$ cat src/rtl/stopwatch_pkg.sv
// Shared types for the stopwatch run/lap/stop controller.
package stopwatch_pkg;

  // Controller states; the encoding is visible on the state output.
  typedef enum logic [1:0] {
    IDLE = 2'd0,
    RUN  = 2'd1,
    LAP  = 2'd2,
    STOP = 2'd3
  } state_t;

  localparam int unsigned STATE_W = 2;

  // True in the states where the counter is allowed to advance.
  function automatic logic is_counting(state_t s);
    return (s == RUN) || (s == LAP);
  endfunction

endpackage

$ cat src/rtl/stopwatch_ctrl_if.sv
// Signal bundle between the board side (keys, divider tick, counter) and
// the stopwatch controller.
interface stopwatch_ctrl_if #(
  parameter int unsigned WIDTH = 16
);
  import stopwatch_pkg::*;

  logic [1:0]         KEY;       // raw active-low buttons: [0] start/stop, [1] lap/clear
  logic               tick;      // one-cycle strobe from the clock divider
  logic [WIDTH-1:0]   count_in;  // live counter value
  logic               en;        // counter increment enable
  logic               clr;       // one-cycle synchronous counter clear
  logic [WIDTH-1:0]   disp;      // value for the BCD converter
  logic [STATE_W-1:0] state;     // current controller state

  // Board side: drives keys, tick and the counter value.
  modport master (
    output KEY, tick, count_in,
    input  en, clr, disp, state
  );

  // Controller side.
  modport slave (
    input  KEY, tick, count_in,
    output en, clr, disp, state
  );

endinterface

$ cat src/rtl/stopwatch_ctrl_key_debounce.sv
// One push-button front end: 2-flop synchroniser, debounce counter and a
// registered one-cycle press pulse on a debounced 1->0 transition.
// Press pulses are held off after reset until the key has been seen
// released for a full debounce window, so a key held through reset
// cannot produce a pulse when reset is released.
module key_debounce #(
  parameter int unsigned DEBOUNCE_CYCLES = 50000
) (
  input  logic clk,
  input  logic rst,
  input  logic key_n,
  output logic press
);

  localparam int unsigned CNT_W = (DEBOUNCE_CYCLES < 2) ? 1 : $clog2(DEBOUNCE_CYCLES);
  localparam logic [CNT_W-1:0] CNT_LAST = CNT_W'(DEBOUNCE_CYCLES - 1);

  logic             sync1;
  logic             sync2;
  logic             level;
  logic             level_d1;
  logic [CNT_W-1:0] db_cnt;
  logic             armed;
  logic [CNT_W-1:0] arm_cnt;

  // Synchroniser; both flops reset to the released level.
  // NOTE: sequential state uses non-blocking (<=) so every flop samples
  // the pre-edge value of its neighbours, independent of statement order.
  always_ff @(posedge clk or posedge rst) begin
    if (rst) begin
      sync1 <= 1'b1;
      sync2 <= 1'b1;
    end else begin
      sync1 <= key_n;
      sync2 <= sync1;
    end
  end

  // Debounced level flips after DEBOUNCE_CYCLES consecutive differing samples;
  // any agreeing sample restarts the count.
  always_ff @(posedge clk or posedge rst) begin
    if (rst) begin
      level  <= 1'b1;
      db_cnt <= '0;
    end else if (sync2 != level) begin
      if (db_cnt == CNT_LAST) begin
        level  <= sync2;
        db_cnt <= '0;
      end else begin
        db_cnt <= db_cnt + 1'b1;
      end
    end else begin
      db_cnt <= '0;
    end
  end

  // Arm the press output once the key has been stably released for a
  // full debounce window after reset.
  always_ff @(posedge clk or posedge rst) begin
    if (rst) begin
      armed   <= 1'b0;
      arm_cnt <= '0;
    end else if (!armed) begin
      if (sync2 && level) begin
        if (arm_cnt == CNT_LAST) begin
          armed <= 1'b1;
        end else begin
          arm_cnt <= arm_cnt + 1'b1;
        end
      end else begin
        arm_cnt <= '0;
      end
    end
  end

  // Registered press pulse on a debounced 1->0 transition.
  always_ff @(posedge clk or posedge rst) begin
    if (rst) begin
      level_d1 <= 1'b1;
      press    <= 1'b0;
    end else begin
      level_d1 <= level;
      press    <= armed & level_d1 & ~level;
    end
  end

endmodule

$ cat src/rtl/stopwatch_ctrl.sv
// Run/lap/stop controller: debounces the two keys, drives the counter
// enable/clear with saturation at all-ones, and freezes the display value
// while a lap is held.
module stopwatch_ctrl
  import stopwatch_pkg::*;
#(
  parameter int unsigned DEBOUNCE_CYCLES = 50000,
  parameter int unsigned WIDTH           = 16
) (
  input  logic             CLOCK_50,
  input  logic             RESET,
  stopwatch_ctrl_if.slave  sw
);

  localparam logic [WIDTH-1:0] ALL_ONES = '1;

  state_t           state_q;
  state_t           state_d;
  logic             p0;
  logic             p1;
  logic             at_max;
  logic             counting;
  logic             sat;
  logic             clr_d;
  logic             clr_q;
  logic [WIDTH-1:0] disp_q;

  key_debounce #(.DEBOUNCE_CYCLES(DEBOUNCE_CYCLES)) u_key_run (
    .clk   (CLOCK_50),
    .rst   (RESET),
    .key_n (sw.KEY[0]),
    .press (p0)
  );

  key_debounce #(.DEBOUNCE_CYCLES(DEBOUNCE_CYCLES)) u_key_lap (
    .clk   (CLOCK_50),
    .rst   (RESET),
    .key_n (sw.KEY[1]),
    .press (p1)
  );

  assign counting = is_counting(state_q);
  assign at_max   = (sw.count_in == ALL_ONES);
  // A tick at all-ones stops the watch instead of wrapping the counter.
  assign sat      = sw.tick & counting & at_max;
  assign sw.en    = sw.tick & counting & ~at_max;

  // Next-state logic; start/stop has priority over lap/clear.
  // NOTE: every combinational output gets a default before the case so no
  // path leaves it unassigned, which would otherwise infer a latch.
  always_comb begin
    state_d = state_q;
    clr_d   = 1'b0;
    case (state_q)
      IDLE: begin
        if (p0) state_d = RUN;
      end
      RUN: begin
        if (p0 || sat) state_d = STOP;
        else if (p1)   state_d = LAP;
      end
      LAP: begin
        if (p0 || sat) state_d = STOP;
        else if (p1)   state_d = RUN;
      end
      STOP: begin
        if (p0) begin
          state_d = RUN;
        end else if (p1) begin
          state_d = IDLE;
          clr_d   = 1'b1;
        end
      end
      default: state_d = IDLE;
    endcase
  end

  // State register and one-cycle clear, asserted in the first IDLE cycle.
  always_ff @(posedge CLOCK_50 or posedge RESET) begin
    if (RESET) begin
      state_q <= IDLE;
      clr_q   <= 1'b0;
    end else begin
      state_q <= state_d;
      clr_q   <= clr_d;
    end
  end

  // Display register: follows the counter except while in LAP. Entering LAP
  // from RUN loads the count of that edge, which is then held.
  always_ff @(posedge CLOCK_50 or posedge RESET) begin
    if (RESET) begin
      disp_q <= '0;
    end else if (state_q != LAP) begin
      disp_q <= sw.count_in;
    end
  end

  assign sw.clr   = clr_q;
  assign sw.disp  = disp_q;
  assign sw.state = state_q;

endmodule

$ cat src/flat_wrapper.sv
// flat-port wrapper written by rule: the top's interface ports become plain ports
module stopwatch_ctrl_flat import stopwatch_pkg::*;
#(
  parameter int unsigned DEBOUNCE_CYCLES = 50000,
  parameter int unsigned WIDTH           = 16
)
  (CLOCK_50, RESET, sw_KEY, sw_tick, sw_count_in, sw_en, sw_clr, sw_disp, sw_state);
  stopwatch_ctrl_if #(.WIDTH(WIDTH)) sw_i ();
  input  logic CLOCK_50;
  input  logic RESET;
  input wire logic [$bits(sw_i.KEY)-1:0] sw_KEY;
  input wire logic [$bits(sw_i.tick)-1:0] sw_tick;
  input wire logic [$bits(sw_i.count_in)-1:0] sw_count_in;
  output wire logic [$bits(sw_i.en)-1:0] sw_en;
  output wire logic [$bits(sw_i.clr)-1:0] sw_clr;
  output wire logic [$bits(sw_i.disp)-1:0] sw_disp;
  output wire logic [$bits(sw_i.state)-1:0] sw_state;
  assign sw_i.KEY = sw_KEY;
  assign sw_i.tick = sw_tick;
  assign sw_i.count_in = sw_count_in;
  assign sw_en = sw_i.en;
  assign sw_clr = sw_i.clr;
  assign sw_disp = sw_i.disp;
  assign sw_state = sw_i.state;
  stopwatch_ctrl #(.DEBOUNCE_CYCLES(DEBOUNCE_CYCLES), .WIDTH(WIDTH)) u_core (.CLOCK_50(CLOCK_50), .RESET(RESET), .sw(sw_i));
endmodule
$ cat config.mk
export PLATFORM = sky130hd
export DESIGN_NAME = stopwatch_ctrl_flat
export DESIGN_NICKNAME = d
export VERILOG_FILES = /design/src/rtl/stopwatch_pkg.sv /design/src/rtl/stopwatch_ctrl_if.sv /design/src/rtl/stopwatch_ctrl_key_debounce.sv /design/src/rtl/stopwatch_ctrl.sv /design/src/flat_wrapper.sv
export SDC_FILE = /design/constraint.sdc
export NUM_CORES = 1
export LEC_CHECK = 0
export ABC_AREA = 1
export BUFFER_PORTS_ARGS = -buffer_cell sky130_fd_sc_hd__buf_4
export CORE_AREA = 2 2 108 110
export CTS_CLUSTER_DIAMETER = 150
export DETAILED_ROUTE_END_ITERATION = 12
export DIE_AREA = 0 0 110 112
export RECOVER_POWER = 50
export SLEW_MARGIN = 20
export SYNTH_ARGS = -nofsm -noshare
export SYNTH_HDL_FRONTEND = slang
export SYNTH_SLANG_ARGS = --single-unit
$ cat constraint.sdc
create_clock -name CLOCK_50 -period 4.88 [get_ports CLOCK_50]
set_input_delay 0.244 -clock CLOCK_50 [delete_from_list [all_inputs] [get_ports CLOCK_50]]
set_output_delay 0.244 -clock CLOCK_50 [all_outputs]
set_load 0.005 [all_outputs]
==> reports/metrics.yaml <==
outcome: "finished with violations"
violations: "capacitance limit"
drv_cap: 1
synth_area_leaders: "dfrtp_1 42%, nand2_1 10%, nor2_1 5.2%"
ys_warn_count: 0
fin_crit_sh_pct: 58.08
synth_ff_type: "dfrtp_1"
wirelength_um: 10420
end_kind: "asynchronous set/reset pin"
slew_viol_final: 0
drt_iter0_drc: 154
worst-slew-pin-transition_ns: 1.484
overflow: 0
die_x_um: 110
fin_ws_ns: 2.046
fin_area_um2: 5834
die_area_um2: 12320
setup_tns_ns: 0
grt_pass1_vias: 3990
dp_hpwl_um: 7632
route.detailed.drc: 0
cp_data_arrival_time_ns: 3.03
synth_top_cell_area_share_pct: 42.39
dr.pass1.iters: 5
ir_worst_vdd_mv: 0.1950
grt_first_pass_wirelength_um: 18130
avgSynthCellArea_um2: 8.258
ys_seq_area_share_pct: 46.48
synthArstFlopShare_pct: 100.0
coreArea_um2: 11170
post_dp_cell_area_um2: 5569
postSynthCellCount: 622
yosysUniqueCellTypes: 37
cts_resized: 0
cts_made_buffers: 9
cts_max_path_buffers: 2
max_slew_margin_pct: 0.5274
synth_edf_count: 0
htreeDepth: 3
hold_path.class: "primary input to flip-flop"
pin_count: 41
detail-route-antenna-nets: 0
root_buffer: "clkbuf_16"
required_ns: 5.08
cts_tree: "built"
reg2reg_from: "u_core.u_key_run.level$_DFFE_PP1P_"
ys_seq_elements: 95
rsz0062_at_grt: "false"
gp_congestion: 0.8607
die_h_um: 112
dp_cells: 797
finalPower_w: 0.001573
clock-sinks: 95
clkLatencyLatePin_ns: 0.34
via_count: 4171
crit_start: "RESET"
leakagePower_nw: 2.537
syn2layout_area_growth_pct: 13.59
drive_above_1_share_pct: 14.61
power_density_nw_per_um2: 269.7
clkTransAtPathRegs_ns: 0.06
clock_skew_ns: 0.004483
wire_per_inst_um: 12.80
viasPerCell: 5.124
fin_crit_ns: 2.834
grt_max_degree: 63
path_class: "primary input to asynchronous set/reset pin"
fillers: 1098
start_util_pct: 45.96
hp-start: "sw_KEY[1]"
n_antenna_cell: 0
synth_nets: 654
rows: 39
gr-usage-all-layers_pct: 18.44
fin_cells: 814
preCtsSetupSlack_ns: 2.542
finalSetupViolCount: 0
hold_violations: 0
synth_area_um2: 5136
startpoint_type: "primary input"
max_freq_ghz: 0.3528
fin_nets: 699
yosysTopAreaCell: "dfrtp_1"
antenna_found_initial: 0
portBuffers: 40
path_max_fanout: 62
path summary, 6_finish.rpt:
check	end	slack, ns	cells after the start
hold reg to reg	u_core.u_key_lap.sync2$_DFF_PP1_	0.36	0
hold / removal	u_core.u_key_lap.sync1$_DFF_PP1_	0.02	1
setup reg to reg	u_core.u_key_run.arm_cnt[4]$_DFFE_PP0P_	2.55	8
setup / recovery	u_core.u_key_lap.arm_cnt[6]$_DFFE_PP0P_	2.05	4
min in group asynchronous	u_core.u_key_run.arm_cnt[1]$_DFFE_PP0P_	0.80	3
max in group CLOCK_50	u_core.u_key_run.arm_cnt[4]$_DFFE_PP0P_	2.55	8
synth_stat cells, types with 3 or more instances:
cell	number
inv_1	66
nand3_2	4
or2_2	4
dfstp_2	8
buf_4	3
nor2_1	71
nor4_1	6
nand2_2	3
nand3_1	53
o21ai_1	3
a21oi_1	9
nand2_1	142
buf_2	3
nor3_1	24
inv_2	3
dfrtp_1	87
mux2_2	16
xnor2_1	3
nand4_1	25
o21ai_0	26
xor2_1	23
nor2_2	3
o31ai_1	3
nor3_2	7
ha_1	11
state kept, by name, summed over array words and instances, names as in the netlist, 2 cells and up:
signal	count
u_core.u_key_lap.db_cnt	16
u_core.u_key_lap.arm_cnt	16
u_core.sw.disp	16
u_core.sw.state	2
u_core.u_key_run.db_cnt	16
u_core.u_key_run.arm_cnt	16
power breakdown:
part / internal, W / switching [W] / leakage [nW]
Clock: 0.000419 / 0.000284 / 0.151
Combinational: 0.0000282 / 0.0000340 / 1.13
Sequential: 0.000801 / 0.00000687 / 1.26
kinds of logic (layout without fill, tap and decap cells):
kind of cell | after synthesis | in the layout | share of synthesized area [%]
muxes | 16 | 16 | 3.508
AOI/OAI and AO/OA | 47 | 47 | 4.994
buffers and inverters | 79 | 128 | 6.212
adders and majority gates | 11 | 11 | 2.680
DFF | 95 | 95 | 46.48
and+or+nand+nor | 348 | 348 | 31.69
xor gates and xnor gates | 26 | 26 | 4.434
worst max-delay path, stage by stage:
cell and delay (ns):
dlygate4sd3_1 0.53, clkbuf_4 0.13, clkinvlp_2 0.86, clkbuf_2 1.23
placed cells by master, fill, tap and decap left out, types with 9 or more instances in the layout:
| cell type | netlist | final |
|---|---|---|
| a21oi_1 | 9 | 9 |
| buf_4 | 3 | 18 |
| clkbuf_16 | 0 | 9 |
| clkbuf_4 | 0 | 18 |
| dfrtp_1 | 87 | 87 |
| ha_1 | 11 | 11 |
| inv_1 | 66 | 65 |
| mux2_2 | 16 | 16 |
| nand2_1 | 142 | 142 |
| nand3_1 | 53 | 55 |
| nand4_1 | 25 | 25 |
| nor2_1 | 71 | 72 |
| nor3_1 | 24 | 26 |
| o21ai_0 | 26 | 26 |
| xor2_1 | 23 | 23 |
cell type report:
cell class / count / area, um2 / share of cell area [%]
clock buffers: 11 / 252.7 / 4.332
clock inverters: 4 / 45.04 / 0.7720
inverters: 70 / 264.0 / 4.525
multi-input cells: 448 / 2396 / 41.07
flip-flops and latches: 95 / 2387 / 40.92
well taps: 143 / 178.9 / 3.067
repair buffers: 43 / 310.3 / 5.318
layer usage:
layer	vias to the layer above	global-route usage, %	part of all wire (%)	wire, um
met5	-	0	0	0
met3	13	3.220	3.6	380
li1	2141	-	-	-
met4	0	7.089	1.7	180
met1	1941	24.39	47	4908
met2	76	29.94	48	4953
stage by stage:
| step | util, % | hold WS, ns |
|---|---|---|
| 2_1_floorplan | - | 0.2485 |
| 3_3_place_gp | 49.84 | 0.2895 |
| 3_5_place_dp | 49.84 | 0.2935 |
| 4_1_cts | 52.68 | 0.001736 |
| 5_1_grt | 52.21 | 0.006991 |
| 6_report | 52.21 | 0.01772 |
timing repair:
item,4_1_cts,5_1_grt
hold buffers,2,0
buffers inserted,0,0
endpoints found under the hold margin,32,0
Note: power is estimated with default switching activity, not from simulation.
